<file path="config.mk">
export PLATFORM = sky130hd
export DESIGN_NAME = port_mailbox_flat
export DESIGN_NICKNAME = d
export VERILOG_FILES = /design/src/rtl/port_mailbox_if.sv /design/src/rtl/port_mailbox.sv /design/src/flat_wrapper.sv
export SDC_FILE = /design/constraint.sdc
export NUM_CORES = 1
export LEC_CHECK = 0
export ABC_CLOCK_PERIOD_IN_PS = 2670
export CAP_MARGIN = 10
export CORE_MARGIN = 2
export CORE_UTILIZATION = 50
export DETAILED_ROUTE_END_ITERATION = 10
export GPL_TIMING_DRIVEN = 0
export PLACE_DENSITY_LB_ADDON = 0.25
export SYNTH_ARGS = -nofsm -noshare
export SYNTH_HDL_FRONTEND = slang
export SYNTH_SLANG_ARGS = --single-unit
</file>
<file path="constraint.sdc">
create_clock -name clk -period 2.67 [get_ports clk]
set_input_delay 0.6675 -clock clk [delete_from_list [all_inputs] [get_ports clk]]
set_output_delay 0.6675 -clock clk [all_outputs]
set_load 0.02 [all_outputs]
</file>
<file path="src/rtl/port_mailbox_if.sv">
// CPU data-port bus plus the RX/TX byte streams seen by the port_mailbox responder.
// slave = mailbox side, master = CPU/stream side.
interface port_mailbox_if #(
  parameter int DATA_WIDTH = 8,
  parameter int ADDR_WIDTH = 8
);
  logic [ADDR_WIDTH-1:0] data_address;
  logic                  read_strobe;
  logic                  write_strobe;
  logic [DATA_WIDTH-1:0] data_out;
  logic [DATA_WIDTH-1:0] rdata;
  logic                  hit;
  logic                  intr;
  logic [DATA_WIDTH-1:0] rx_data;
  logic                  rx_valid;
  logic                  rx_ready;
  logic [DATA_WIDTH-1:0] tx_data;
  logic                  tx_valid;
  logic                  tx_ready;

  modport slave (
    input  data_address, read_strobe, write_strobe, data_out,
    input  rx_data, rx_valid, tx_ready,
    output rdata, hit, intr, rx_ready, tx_data, tx_valid
  );

  modport master (
    output data_address, read_strobe, write_strobe, data_out,
    output rx_data, rx_valid, tx_ready,
    input  rdata, hit, intr, rx_ready, tx_data, tx_valid
  );
endinterface

</file>
<file path="src/rtl/port_mailbox.sv">
// 4-register CPU data-port mailbox bridging RX/TX byte FIFOs; rdata/hit combinational, intr registered.
// Backpressure: rx_ready drops when RX is full; CPU writes to a full TX are dropped and flagged.
module port_mailbox #(
  parameter int                    DATA_WIDTH = 8,
  parameter int                    ADDR_WIDTH = 8,
  parameter logic [ADDR_WIDTH-1:0] BASE_ADDR  = 8'hF0,
  parameter int                    FIFO_LOG2  = 2
) (
  input logic           clk,
  input logic           reset,
  port_mailbox_if.slave bus
);
  localparam int                 DEPTH    = 1 << FIFO_LOG2;
  localparam logic [FIFO_LOG2:0] FULL_CNT = (FIFO_LOG2 + 1)'(DEPTH);

  // Address decode: BASE_ADDR is 4-aligned, so the offset is simply the low two bits.
  logic       w_hit;
  logic [1:0] w_off;
  assign w_hit = (bus.data_address[ADDR_WIDTH-1:2] == BASE_ADDR[ADDR_WIDTH-1:2]);
  assign w_off = bus.data_address[1:0];

  logic w_rd_data, w_wr_data, w_wr_ctrl, w_wr_clr;
  assign w_rd_data = w_hit & bus.read_strobe  & (w_off == 2'd0);
  assign w_wr_data = w_hit & bus.write_strobe & (w_off == 2'd0);
  assign w_wr_ctrl = w_hit & bus.write_strobe & (w_off == 2'd2);
  assign w_wr_clr  = w_hit & bus.write_strobe & (w_off == 2'd3);

  // RX FIFO state
  logic [DATA_WIDTH-1:0] r_rx_mem [DEPTH];
  logic [FIFO_LOG2-1:0]  r_rx_wptr, r_rx_rptr;
  logic [FIFO_LOG2:0]    r_rx_cnt;
  logic                  w_rx_full, w_rx_empty, w_rx_push, w_rx_pop;

  // TX FIFO state
  logic [DATA_WIDTH-1:0] r_tx_mem [DEPTH];
  logic [FIFO_LOG2-1:0]  r_tx_wptr, r_tx_rptr;
  logic [FIFO_LOG2:0]    r_tx_cnt;
  logic                  w_tx_full, w_tx_empty, w_tx_push, w_tx_pop;

  logic [2:0] r_ctrl;
  logic       r_rx_ovf, r_tx_ovf, r_rx_udf, r_intr;
  logic       w_rx_ovf_set, w_tx_ovf_set, w_rx_udf_set;

  assign w_rx_full  = (r_rx_cnt == FULL_CNT);
  assign w_rx_empty = (r_rx_cnt == '0);
  assign w_tx_full  = (r_tx_cnt == FULL_CNT);
  assign w_tx_empty = (r_tx_cnt == '0);

  assign w_rx_push = bus.rx_valid & ~w_rx_full;
  assign w_rx_pop  = w_rd_data & ~w_rx_empty;
  assign w_tx_push = w_wr_data & ~w_tx_full;
  assign w_tx_pop  = ~w_tx_empty & bus.tx_ready;

  // A stalled external byte only counts as an overflow if the CPU is not freeing a slot this cycle.
  assign w_rx_ovf_set = bus.rx_valid & w_rx_full & ~w_rx_pop;
  assign w_tx_ovf_set = w_wr_data & w_tx_full;
  assign w_rx_udf_set = w_rd_data & w_rx_empty;

  assign bus.rx_ready = ~w_rx_full;
  assign bus.tx_valid = ~w_tx_empty;
  assign bus.tx_data  = r_tx_mem[r_tx_rptr];
  assign bus.hit      = w_hit;
  assign bus.intr     = r_intr;

  always_ff @(posedge clk) begin
    if (reset) begin
      r_rx_wptr <= '0;
      r_rx_rptr <= '0;
      r_rx_cnt  <= '0;
    end else begin
      if (w_rx_push) r_rx_wptr <= r_rx_wptr + 1'b1;
      if (w_rx_pop)  r_rx_rptr <= r_rx_rptr + 1'b1;
      case ({w_rx_push, w_rx_pop})
        2'b10:   r_rx_cnt <= r_rx_cnt + 1'b1;
        2'b01:   r_rx_cnt <= r_rx_cnt - 1'b1;
        default: r_rx_cnt <= r_rx_cnt;
      endcase
    end
  end

  always_ff @(posedge clk) begin
    if (reset) begin
      r_tx_wptr <= '0;
      r_tx_rptr <= '0;
      r_tx_cnt  <= '0;
    end else begin
      if (w_tx_push) r_tx_wptr <= r_tx_wptr + 1'b1;
      if (w_tx_pop)  r_tx_rptr <= r_tx_rptr + 1'b1;
      case ({w_tx_push, w_tx_pop})
        2'b10:   r_tx_cnt <= r_tx_cnt + 1'b1;
        2'b01:   r_tx_cnt <= r_tx_cnt - 1'b1;
        default: r_tx_cnt <= r_tx_cnt;
      endcase
    end
  end

  // Storage is deliberately left out of reset.
  always_ff @(posedge clk) begin
    if (!reset && w_rx_push) r_rx_mem[r_rx_wptr] <= bus.rx_data;
    if (!reset && w_tx_push) r_tx_mem[r_tx_wptr] <= bus.data_out;
  end

  // Sticky flags: a set event on the same cycle as a CLEAR write wins.
  always_ff @(posedge clk) begin
    if (reset) begin
      r_ctrl   <= '0;
      r_rx_ovf <= 1'b0;
      r_tx_ovf <= 1'b0;
      r_rx_udf <= 1'b0;
      r_intr   <= 1'b0;
    end else begin
      if (w_wr_ctrl) r_ctrl <= bus.data_out[2:0];
      r_rx_ovf <= w_rx_ovf_set | (r_rx_ovf & ~(w_wr_clr & bus.data_out[4]));
      r_tx_ovf <= w_tx_ovf_set | (r_tx_ovf & ~(w_wr_clr & bus.data_out[5]));
      r_rx_udf <= w_rx_udf_set | (r_rx_udf & ~(w_wr_clr & bus.data_out[6]));
      r_intr   <= (r_ctrl[0] & ~w_rx_empty)
                | (r_ctrl[1] & w_tx_empty)
                | (r_ctrl[2] & (r_rx_ovf | r_tx_ovf | r_rx_udf));
    end
  end

  logic [7:0] w_status;
  assign w_status = {r_intr, r_rx_udf, r_tx_ovf, r_rx_ovf,
                     w_tx_full, w_tx_empty, w_rx_full, ~w_rx_empty};

  logic [DATA_WIDTH-1:0] w_rdata;
  always_comb begin
    w_rdata = '0;
    if (w_hit) begin
      case (w_off)
        2'd0:    if (!w_rx_empty) w_rdata = r_rx_mem[r_rx_rptr];
        2'd1:    w_rdata[7:0] = w_status;
        2'd2:    w_rdata[2:0] = r_ctrl;
        default: w_rdata = '0;
      endcase
    end
  end
  assign bus.rdata = w_rdata;

  // Write-data bits with no register behind them.
  logic w_unused;
  assign w_unused = ^{bus.data_out[DATA_WIDTH-1:7], bus.data_out[3]};
endmodule
</file>
<file path="src/flat_wrapper.sv">
// flat-port wrapper written by rule: the top's interface ports become plain ports
module port_mailbox_flat 
#(
  parameter int                    DATA_WIDTH = 8,
  parameter int                    ADDR_WIDTH = 8,
  parameter logic [ADDR_WIDTH-1:0] BASE_ADDR  = 8'hF0,
  parameter int                    FIFO_LOG2  = 2
)
  (clk, reset, bus_data_address, bus_read_strobe, bus_write_strobe, bus_data_out, bus_rx_data, bus_rx_valid, bus_tx_ready, bus_rdata, bus_hit, bus_intr, bus_rx_ready, bus_tx_data, bus_tx_valid);
  port_mailbox_if #(.DATA_WIDTH(DATA_WIDTH), .ADDR_WIDTH(ADDR_WIDTH)) bus_i ();
  input logic clk;
  input logic reset;
  input wire logic [$bits(bus_i.data_address)-1:0] bus_data_address;
  input wire logic [$bits(bus_i.read_strobe)-1:0] bus_read_strobe;
  input wire logic [$bits(bus_i.write_strobe)-1:0] bus_write_strobe;
  input wire logic [$bits(bus_i.data_out)-1:0] bus_data_out;
  input wire logic [$bits(bus_i.rx_data)-1:0] bus_rx_data;
  input wire logic [$bits(bus_i.rx_valid)-1:0] bus_rx_valid;
  input wire logic [$bits(bus_i.tx_ready)-1:0] bus_tx_ready;
  output wire logic [$bits(bus_i.rdata)-1:0] bus_rdata;
  output wire logic [$bits(bus_i.hit)-1:0] bus_hit;
  output wire logic [$bits(bus_i.intr)-1:0] bus_intr;
  output wire logic [$bits(bus_i.rx_ready)-1:0] bus_rx_ready;
  output wire logic [$bits(bus_i.tx_data)-1:0] bus_tx_data;
  output wire logic [$bits(bus_i.tx_valid)-1:0] bus_tx_valid;
  assign bus_i.data_address = bus_data_address;
  assign bus_i.read_strobe = bus_read_strobe;
  assign bus_i.write_strobe = bus_write_strobe;
  assign bus_i.data_out = bus_data_out;
  assign bus_i.rx_data = bus_rx_data;
  assign bus_i.rx_valid = bus_rx_valid;
  assign bus_i.tx_ready = bus_tx_ready;
  assign bus_rdata = bus_i.rdata;
  assign bus_hit = bus_i.hit;
  assign bus_intr = bus_i.intr;
  assign bus_rx_ready = bus_i.rx_ready;
  assign bus_tx_data = bus_i.tx_data;
  assign bus_tx_valid = bus_i.tx_valid;
  port_mailbox #(.DATA_WIDTH(DATA_WIDTH), .ADDR_WIDTH(ADDR_WIDTH), .BASE_ADDR(BASE_ADDR), .FIFO_LOG2(FIFO_LOG2)) u_core (.clk(clk), .reset(reset), .bus(bus_i));
endmodule
</file>
==> results of run 1 <==
[layout make-up]
cell class / instances / area (µm²)
buffer: 10 / 73.82
clock buffer: 10 / 127.6
clock inverter: 6 / 73.82
fill: 595 / 2841
inverter: 9 / 33.78
multi-input combinational: 149 / 1398
sequential: 89 / 2422
tap: 102 / 127.6
timing repair buffer: 58 / 549.3
[repair_timing]
action,in CTS,in global routing
pin swaps,8,0
hold buffers,0,0
resized for setup,47,14
buffers inserted,9,0
endpoints found under the setup margin,20,16
[state kept, by name, summed over array words and instances, names as in the netlist, named ones only]
| signal | flops |
|---|---|
| u_core.bus.intr | 1 |
| u_core.r_ctrl | 3 |
| u_core.r_rx_cnt | 3 |
| u_core.r_rx_mem | 32 |
| u_core.r_rx_ovf | 1 |
| u_core.r_rx_rptr | 2 |
| u_core.r_rx_udf | 1 |
| u_core.r_rx_wptr | 2 |
| u_core.r_tx_cnt | 3 |
| u_core.r_tx_mem | 32 |
| u_core.r_tx_ovf | 1 |
| u_core.r_tx_rptr | 2 |
| u_core.r_tx_wptr | 2 |
[tightest hold or removal path: stages, from the launching register on]
cell and delay (ns):
sky130_fd_sc_hd__dfxtp_1 0.34, sky130_fd_sc_hd__nand2_1 0.06, sky130_fd_sc_hd__a21oi_1 0.06
[worst paths after layout]
check                                   start                          endpoint  cells after the start
max                       bus_data_address[0]                      bus_rdata[1]                      6
min          u_core.r_rx_wptr[1]$_SDFFE_PP0P_  u_core.r_rx_wptr[1]$_SDFFE_PP0P_                      2
max reg2reg   u_core.r_tx_cnt[2]$_SDFFE_PP0P_   u_core.r_tx_cnt[2]$_SDFFE_PP0P_                      9
min reg2reg  u_core.r_rx_wptr[1]$_SDFFE_PP0P_  u_core.r_rx_wptr[1]$_SDFFE_PP0P_                      2
[power groups by stage]
| stage | logic (mW) | registers, mW | clock network [mW] |
|---|---|---|---|
| global route | 0.186 | 1.51 | 0.992 |
| finish | 0.170 | 1.51 | 0.926 |
| CTS | 0.170 | 1.51 | 0.946 |
| floorplan | 0.0823 | 1.54 | 0 |
| global placement | 0.162 | 1.54 | 0 |
| detailed placement | 0.166 | 1.54 | 0 |
[through the flow]
| stage | hold WS [ns] | utilization | total power, mW | worst slack [ns] | TNS, ns |
|---|---|---|---|---|---|
| final | 0.5075 | 0.6284 | 2.606 | 0.04814 | 0 |
| after floorplan | 0.4584 | - | 1.622 | 0.05806 | 0 |
| after global placement | 0.4891 | 0.5920 | 1.702 | -0.5080 | -11.76 |
| after CTS | 0.5099 | 0.6239 | 2.627 | 0.01158 | 0 |
| after detailed placement | 0.4953 | 0.5920 | 1.709 | -0.5201 | -12.97 |
| after global routing | 0.5285 | 0.6284 | 2.691 | -0.02779 | -0.04172 |
[cell families (layout without fill, tap and decap cells)]
logic type,Yosys count,after routing
buffers and inverters,21,93
flip-flops,89,89
AND/OR/NAND/NOR,81,81
AO/OA/AOI/OAI,28,28
XOR/XNOR,8,8
multiplexers,20,20
adder cells (fa/ha/maj),12,12
[placed cells by master, fill, tap and decap left out, types with 3 or more instances in the layout]
cell type / count
sky130_fd_sc_hd__a21oi_1: 9
sky130_fd_sc_hd__a22oi_1: 5
sky130_fd_sc_hd__and2_1: 4
sky130_fd_sc_hd__buf_2: 7
sky130_fd_sc_hd__buf_4: 13
sky130_fd_sc_hd__buf_6: 3
sky130_fd_sc_hd__clkbuf_1: 3
sky130_fd_sc_hd__clkbuf_8: 9
sky130_fd_sc_hd__clkdlybuf4s50_1: 25
sky130_fd_sc_hd__clkinv_4: 3
sky130_fd_sc_hd__dfxtp_1: 25
sky130_fd_sc_hd__dlygate4sd2_1: 7
sky130_fd_sc_hd__dlymetal6s2s_1: 9
sky130_fd_sc_hd__edfxtp_1: 64
sky130_fd_sc_hd__ha_1: 8
sky130_fd_sc_hd__inv_1: 9
sky130_fd_sc_hd__mux2i_1: 4
sky130_fd_sc_hd__mux4_2: 15
sky130_fd_sc_hd__nand2_1: 5
sky130_fd_sc_hd__nand3_1: 11
sky130_fd_sc_hd__nand4b_1: 4
sky130_fd_sc_hd__nor2_1: 24
sky130_fd_sc_hd__nor3_2: 3
sky130_fd_sc_hd__nor3b_2: 6
sky130_fd_sc_hd__o21ai_0: 7
sky130_fd_sc_hd__or3_1: 3
sky130_fd_sc_hd__xor2_1: 5
[per-layer routing]
| layer | vias up | GRT usage |
|---|---|---|
| met5 | - | 0 |
| met4 | 0 | 0.08333 |
| met3 | 19 | 0.03255 |
| met2 | 56 | 0.3248 |
| met1 | 1126 | 0.2220 |
| li1 | 1106 | - |
==> flow_metrics.tcl, run 1 <==
set metrics [dict create \
    port_buffers 49 \
    critical_path.top_delay_family "buffers and inverters" \
    drive_gt1_frac 0.2568 \
    die_height_um 92.42 \
    power.switching_uw 582.2 \
    clockPowerShare 0.355 \
    clockRootBuffer "sky130_fd_sc_hd__clkbuf_8" \
    yosys.area.top_type_share 0.4917 \
    nNetsFinal 368 \
    synth_edf_count 64 \
    synth_simple_gate_area_frac 0.1405 \
    finalCriticalPeriod_ns 2.622 \
    power_per_cell_area_nw_per_um2 542.2 \
    cellLeakagePower_nw 1.777 \
    p_comb_frac 0.065 \
    most_frequent_cells_after_synthesis "sky130_fd_sc_hd__edfxtp_1 (64), sky130_fd_sc_hd__dfxtp_1 (25), sky130_fd_sc_hd__nor2_1 (25)" \
    detailed_place.area_um2 4527 \
    met1_length_um 3006 \
    cpMaxStageDelayCell "sky130_fd_sc_hd__clkdlybuf4s50_1" \
    synth_ff_type "sky130_fd_sc_hd__edfxtp_1" \
    crit_path_cell_trace "clkdlybuf4s50_1 -> buf_4 -> nor2b_2 -> a21oi_1 -> a21boi_2 -> buf_4" \
    setup_violations 0 \
    synthCells 259 \
    met2RoutedLength_um 3868 \
    status "finished, final reports clean" \
    worstPathRequired_ns 2.00 \
    highest-signal-layer "met4" \
    critPathCaptureType "output port" \
    netlist_top_cells_area "sky130_fd_sc_hd__edfxtp_1 (49%), sky130_fd_sc_hd__dfxtp_1 (13%), sky130_fd_sc_hd__mux4_2 (8.6%), sky130_fd_sc_hd__ha_1 (3.2%), sky130_fd_sc_hd__nor2_1 (2.4%)" \
    cts_buffers 9 \
    worstPathArrival_ns 1.95 \
    worst_pin_slew_ns 0.7921 \
    synthDominantAreaCellType "sky130_fd_sc_hd__edfxtp_1" \
    grt_use_total 0.1847 \
    antenna_found_initial 0 \
    grt_pass1_wl_um 11870 \
    critPathLaunchType "primary input" \
    worst_hold_path_type "register to register" \
    routed_wire_length_per_instance_um 16.94 \
    skew_ns 0.01145 \
    starting_utilization_of_the_core_area 0.5111 \
    synth_warnings 0 \
    dp.cells 410 \
    first_global_vias 2378 \
    finalCritPeriodShare 0.9820 \
    cell_internal_power_mw 2.024 \
    synth_top_family_by_area "simple AND/OR/NAND/NOR gates" \
    htreeDepth 3 \
    synth_compound_gate_area_share 0.04673 \
    detailedRoute.firstIterationViolations 111 \
    drtAntennaViolNets 0 \
    cp_buf_inv_count 3 \
    grt_max_degree 17 \
    final-max-slew-violation-count 0 \
    coreArea_um2 7647 \
    swShare 0.2234 \
    ff2ff_setup_slack_ns 0.24 \
    antenna_cells_inserted 0 \
    synth.net_count 301 \
    worst_slew_margin_rel 0.4696 \
    seq_power_share 0.579 \
    final_cell_count_no_fill 433 \
    timing_hold_violations_final 0 \
    critPathMaxStageDelay_ns 0.50 \
    synthesis.area_um2 3909 \
    synth_adder_area_share 0.04225 \
    power.ir.vdd_worst_uv 356.8 \
    postSynthAreaPerCell_um2 15.09 \
    fp-row-count 32 \
    detailroute.via_count 2307 \
    synth_cell_types 45 \
    path_common_cell "sky130_fd_sc_hd__buf_4" \
    yosysMostFrequentCell "sky130_fd_sc_hd__edfxtp_1" \
    area_growth_pct 22.95 \
    critical_path.max_fanout 10 \
    crit_type "primary input to output port" \
    avgViaCountPerCell 5.328 \
    pin_count 50 \
    worst_skew_pair_latency_ns 0.36 \
    xor_xnor_portion_of_the_synthesized_cell_area 0.01793 \
    wl_um 7334 \
    grt_overflow_total 0 \
    drtPass1Iterations 4 \
    ctsLongestPathBuffers 2 \
    wl_met3_um 260 \
    timing.fmax_mhz 381.4 \
    number_of_violations_of_the_max_capacitance_limit 0 \
    dp_hpwl_um 5250 \
    x_dimension_of_the_die_um 92.42 \
    cts_sinks 89 \
    synth_mux_area_frac 0.1034 \
    grt_setup_unrepaired "yes" \
    cts_tree "built" \
    asyncSetResetFlopFracSynth 0 \
    path_clk_slew_ns 0.08 \
    die_area_um2 8541 \
    drc_errors 0 \
    final_cell_area_um2 4806 \
    post_synthesis_register_bit_count 89 \
    place_congestion 0.7856 \
    synth-seq-area-share 0.6197 \
]
No activity file was read; power rests on OpenSTA's default activity.
==> run 2: changes to the inputs <==
- MAX_ROUTING_LAYER: not set -> met4
==> flow_metrics.tcl, run 2 (synthesis results as in run 1) <==
set metrics [dict create \
    drive_gt1_frac 0.2568 \
    power_per_cell_area_nw_per_um2 542.3 \
    fp-row-count 32 \
    cts_tree "built" \
    wl_um 7354 \
    swShare 0.2235 \
    port_buffers 49 \
    die_height_um 92.42 \
    final-max-slew-violation-count 0 \
    path_clk_slew_ns 0.08 \
    biggestRegsByFlops "u_core.r_rx_mem: 32 flops, u_core.r_tx_mem: 32 flops" \
    coreArea_um2 7647 \
    power.switching_uw 582.6 \
    timing_hold_violations_final 0 \
    grt_use_total 0.1902 \
    worst_hold_path_type "register to register" \
    global_route.peak_usage_layer "met2" \
    cts_sinks 89 \
    critical_path.max_fanout 10 \
    htreeDepth 3 \
    critPathLaunchType "primary input" \
    dp.cells 410 \
    clockRootBuffer "sky130_fd_sc_hd__clkbuf_8" \
    setup_violations 0 \
    power.ir.vdd_worst_uv 356.8 \
    final.setup.worst_slack_ns 0.04641 \
    grt_max_degree 17 \
    grt_use_met3 0.03173 \
    place_congestion 0.7965 \
    worst_pin_slew_ns 0.7941 \
    detailed_place.area_um2 4527 \
    first_global_vias 2372 \
    grt_pass1_wl_um 11880 \
    cts_buffers 9 \
    routed_wire_length_per_instance_um 16.98 \
    met1_usage 0.2236 \
    cts.hold.buffers_added 0 \
    number_of_violations_of_the_max_capacitance_limit 0 \
    grt_setup_unrepaired "yes" \
    place_worst_setup_slack_ns -0.5201 \
    finalCritPeriodShare 0.9826 \
    timing.fmax_mhz 381.2 \
    starting_utilization_of_the_core_area 0.5111 \
    drtAntennaViolNets 0 \
    x_dimension_of_the_die_um 92.42 \
    cell_internal_power_mw 2.024 \
    crit_path_cell_trace "clkdlybuf4s50_1 -> buf_4 -> nor2b_2 -> a21oi_1 -> a21boi_2 -> buf_4" \
    worstPathArrival_ns 1.96 \
    clockPowerShare 0.355 \
    area_growth_pct 22.95 \
    fin_hold_ws_ns 0.5077 \
    skew_ns 0.01138 \
    finalCriticalPeriod_ns 2.624 \
    number_of_filler_instances_in_the_final_layout 595 \
    mostFrequentLayoutCells "sky130_fd_sc_hd__edfxtp_1 (64), sky130_fd_sc_hd__dfxtp_1 (25), sky130_fd_sc_hd__clkdlybuf4s50_1 (25)" \
    seq_power_share 0.579 \
    cpMaxStageDelayCell "sky130_fd_sc_hd__clkdlybuf4s50_1" \
    crit_type "primary input to output port" \
    dp_hpwl_um 5250 \
    detailroute.via_count 2312 \
    worst_slew_margin_rel 0.4683 \
    drtPass1Iterations 4 \
    worstPathRequired_ns 2.00 \
    final_cell_area_um2 4806 \
    final_core_util 0.6284 \
    critPathCaptureType "output port" \
    avgViaCountPerCell 5.339 \
    detailedRoute.firstIterationViolations 120 \
    final_cell_count_no_fill 433 \
    nNetsFinal 368 \
    drc_errors 0 \
    final.setup.tns_ns 0 \
    ctsLongestPathBuffers 2 \
    antenna_cells_inserted 0 \
    critPathMaxStageDelay_ns 0.50 \
    path_common_cell "sky130_fd_sc_hd__buf_4" \
    die_area_um2 8541 \
    power_mw 2.606 \
    p_comb_frac 0.065 \
    antenna_found_initial 0 \
    layout.cells.most_common "sky130_fd_sc_hd__edfxtp_1" \
    cellLeakagePower_nw 1.777 \
    status "finished, final reports clean" \
    grtUsageMet2 0.3242 \
    grt_overflow_total 0 \
    pin_count 50 \
    worst_skew_pair_latency_ns 0.35 \
]
==> run 2: worst paths after layout <==
path                                     from                               end  slack [ns]  cells after the start
max                       bus_data_address[0]                      bus_rdata[1]        0.05                      6
max reg2reg   u_core.r_tx_cnt[2]$_SDFFE_PP0P_   u_core.r_tx_cnt[2]$_SDFFE_PP0P_        0.24                      9
min          u_core.r_rx_wptr[1]$_SDFFE_PP0P_  u_core.r_rx_wptr[1]$_SDFFE_PP0P_        0.51                      2
min reg2reg  u_core.r_rx_wptr[1]$_SDFFE_PP0P_  u_core.r_rx_wptr[1]$_SDFFE_PP0P_        0.51                      2
==> run 2: what timing repair did <==
| item | 4_1_cts | 5_1_grt |
|---|---|---|
| endpoints found under the setup margin | 20 | 16 |
| cloned | 0 | 0 |
| gates resized for setup | 47 | 14 |
| buffers inserted | 9 | 0 |
| pin swaps | 8 | 0 |
==> run 2: worst max-delay path: cells and delay by family <==
kind            cells  cell delay, ns
simple gates        1            0.17
buf+inv             3            0.84
compound gates      2            0.27
==> run 2: layout make-up <==
| type | instances | area, µm² | area share |
|---|---|---|---|
| Clock buffer | 10 | 127.6 | 0.02656 |
| Sequential cell | 89 | 2422 | 0.5040 |
| Clock inverter | 6 | 73.82 | 0.01536 |
| Buffer | 10 | 73.82 | 0.01536 |
| Inverter | 9 | 33.78 | 0.007029 |
| Timing Repair Buffer | 58 | 549.3 | 0.1143 |
| Multi-Input combinational cell | 149 | 1398 | 0.2908 |
| Tap cell | 102 | 127.6 | 0.02656 |
==> run 2: per-layer routing <==
metal / routed length, µm / share of wire
met1: 3021 / 0.41
met4: 163 / 0.022
met3: 273 / 0.037
met5: 0 / 0
met2: 3895 / 0.53
==> run 2: power by group through the flow <==
stage	sequential (mW)	combinational (mW)	clock, mW
3_3_place_gp	1.54	0.162	0
4_1_cts	1.51	0.170	0.946
6_report	1.51	0.170	0.926
3_5_place_dp	1.54	0.166	0
5_1_grt	1.51	0.186	0.992
2_1_floorplan	1.54	0.0823	0
==> run 3: changes to the inputs <==
- ABC_AREA: not set -> 1
- CORE_UTILIZATION: 50 -> 49
==> flow_metrics.tcl, run 3 <==
set metrics [dict create \
    critPathCaptureType "output port" \
    reg2regPathDepth 11 \
    die_area_um2 8612 \
    avgViaCountPerCell 5.155 \
    clockPowerShare 0.299 \
    worst_hold_path.num_cells 1 \
    synth.net_count 410 \
    timing.fmax_mhz 388.9 \
    yosysMostFrequentCell "sky130_fd_sc_hd__nor2_1" \
    final_cell_area_um2 4652 \
    detailed_place.area_um2 4482 \
    grt_pass1_wl_um 12580 \
    worst_slew_margin_rel 0.4609 \
    hold_path_origin "u_core.r_tx_rptr[0]$_SDFFE_PP0P_" \
    yosys.area.top_type_share 0.4974 \
    setup_violations 0 \
    number_of_filler_instances_in_the_final_layout 669 \
    first_global_vias 2642 \
    die_height_um 92.80 \
    cts_tree "built" \
    critPathMaxStageDelay_ns 0.45 \
    p_comb_frac 0.123 \
    drc_errors 0 \
    most_frequent_cells_after_synthesis "sky130_fd_sc_hd__nor2_1 (66), sky130_fd_sc_hd__edfxtp_1 (64), sky130_fd_sc_hd__inv_1 (45), sky130_fd_sc_hd__o21ai_0 (45), sky130_fd_sc_hd__nand2_1 (29)" \
    power.switching_uw 682.8 \
    postSynthAreaPerCell_um2 10.50 \
    worstPathArrival_ns 1.90 \
    synth_warnings 0 \
    synth_mux_area_frac 0 \
    final.setup.tns_ns 0 \
    cpMaxStageDelayCell "sky130_fd_sc_hd__clkdlybuf4s50_1" \
    grt_setup_unrepaired "no" \
    dp_hpwl_um 5429 \
    netlist_top_cells_area "sky130_fd_sc_hd__edfxtp_1 (50%), sky130_fd_sc_hd__dfxtp_1 (13%), sky130_fd_sc_hd__nor2_1 (6.4%), sky130_fd_sc_hd__o21ai_0 (5.8%), sky130_fd_sc_hd__inv_1 (4.4%)" \
    number_of_violations_of_the_max_capacitance_limit 0 \
    place_worst_setup_slack_ns -0.6163 \
    synthCells 368 \
    power_per_cell_area_nw_per_um2 574.2 \
    pin_count 50 \
    cts_setup_buffers 0 \
    swShare 0.2556 \
    biggestRegsByFlops "u_core.r_rx_mem: 32 flops, u_core.r_tx_mem: 32 flops" \
    synth_cell_types 29 \
    ctsLongestPathBuffers 2 \
    layout.cells.most_common "sky130_fd_sc_hd__nor2_1" \
    power.ir.vdd_worst_uv 300.3 \
    worst_pin_slew_ns 0.8057 \
    status "finished, final reports clean" \
    power_mw 2.671 \
    final_core_util 0.6051 \
    hold-path-endpoint "u_core.r_tx_rptr[0]$_SDFFE_PP0P_" \
    crit_path_cell_trace "clkdlybuf4s50_1 -> nand2_1 -> nor2_4 -> nand2_2 -> a21oi_1 -> buf_4" \
    cell_internal_power_mw 1.988 \
    timing_hold_violations_final 0 \
    dp.cells 519 \
    r2r-end "u_core.r_tx_cnt[2]$_SDFFE_PP0P_" \
    fin_hold_ws_ns 0.4980 \
    routed_wire_length_per_instance_um 14.30 \
    final_cell_count_no_fill 535 \
    synth_ff_type "sky130_fd_sc_hd__edfxtp_1" \
    mostFrequentLayoutCells "sky130_fd_sc_hd__nor2_1 (65), sky130_fd_sc_hd__edfxtp_1 (64), sky130_fd_sc_hd__o21ai_0 (45)" \
    antenna_found_initial 0 \
    grt_use_total 0.1968 \
    finalCritPeriodShare 0.9629 \
    area_growth_pct 20.40 \
    htreeDepth 3 \
    path_clk_slew_ns 0.08 \
    x_dimension_of_the_die_um 92.80 \
    detailedRoute.firstIterationViolations 140 \
    cts_buffers 9 \
    drtPass1Iterations 4 \
    skew_ns 0.01263 \
    worstPathRequired_ns 2.00 \
    antenna_cells_inserted 0 \
    xor_xnor_portion_of_the_synthesized_cell_area 0.004534 \
    critical_path.top_delay_family "buffers and inverters" \
    synthesis.area_um2 3864 \
    crit_type "primary input to output port" \
    grt_overflow_total 0 \
    port_buffers 49 \
    worst_hold_path_type "register to register" \
    worst_skew_pair_latency_ns 0.35 \
    ff2ff_setup_slack_ns 0.58 \
    synth_top_family_by_area "simple AND/OR/NAND/NOR gates" \
    drive_gt1_frac 0.1109 \
    cts_sinks 89 \
    drtAntennaViolNets 0 \
    critPathLaunchType "primary input" \
    synth-seq-area-share 0.6269 \
    starting_utilization_of_the_core_area 0.5026 \
    post_synthesis_register_bit_count 89 \
    seq_power_share 0.578 \
    final-max-slew-violation-count 0 \
    synth_edf_count 64 \
    fp-row-count 32 \
    finalCriticalPeriod_ns 2.571 \
    detailroute.via_count 2758 \
    grt_max_degree 16 \
    asyncSetResetFlopFracSynth 0 \
    coreArea_um2 7687 \
    nNetsFinal 470 \
    place_congestion 0.8112 \
    worst_r2r_startpoint "u_core.r_tx_cnt[2]$_SDFFE_PP0P_" \
    synth_simple_gate_area_frac 0.1376 \
    wl_um 7650 \
    final.setup.worst_slack_ns 0.09897 \
    synth_compound_gate_area_share 0.1289 \
    critical_path.max_fanout 9 \
    cp_buf_inv_count 2 \
    synth_adder_area_share 0.04275 \
    clockRootBuffer "sky130_fd_sc_hd__clkbuf_8" \
    synthDominantAreaCellType "sky130_fd_sc_hd__edfxtp_1" \
    cellLeakagePower_nw 1.727 \
]
## run 3: repair_timing
| action | 4_1_cts | 5_1_grt |
|---|---|---|
| hold buffers | 0 | 0 |
| setup endpoints to repair | 17 | 6 |
| pin swaps | 2 | 0 |
| endpoints found under the hold margin | 0 | 0 |
| gates resized for setup | 51 | 7 |
## run 3: cell type report
class | count | area [µm²] | share of cell area
clock inverter | 6 | 42.54 | 0.009145
timing repair buffer | 49 | 471.7 | 0.1014
sequential | 89 | 2424 | 0.5210
tap | 102 | 127.6 | 0.02743
multi-input combinational | 225 | 1225 | 0.2633
inverter | 47 | 176.4 | 0.03792
clock buffer | 10 | 127.6 | 0.02743
buffer | 7 | 57.56 | 0.01237
## run 3: layer usage
metal	part of all wire	GRT usage
met5	0	-
met4	0.0097	0.06005
met3	0.056	0.03662
met2	0.47	0.3068
met1	0.46	0.2652
## run 3: how the worst max path moves through the flow
stage,from,end,depth (start not counted)
global placement,bus_data_address[0],bus_rdata[2],7
CTS,register,bus_tx_data[5],5
floorplan,bus_data_address[0],bus_rdata[2],5
global route,bus_data_address[7],bus_hit,6
finish,bus_data_address[6],bus_rdata[6],6
detailed placement,bus_data_address[0],bus_rdata[2],7
## run 3: logic make-up (layout without fill, tap and decap cells)
logic type	after synthesis	after routing
xor gates and xnor gates	2	2
buffers and inverters	54	119
adders and majority gates	12	12
AOI/OAI and AO/OA	94	94
DFF	89	89
and+or+nand+nor	117	117
## run 3: power by group through the flow
stage	clock network [mW]	registers, mW	logic (mW)
after floorplan	0	1.57	0.187
after global placement	0	1.57	0.329
after detailed placement	0	1.58	0.335
after CTS	0.818	1.54	0.332
after global routing	0.878	1.55	0.363
final	0.799	1.54	0.328
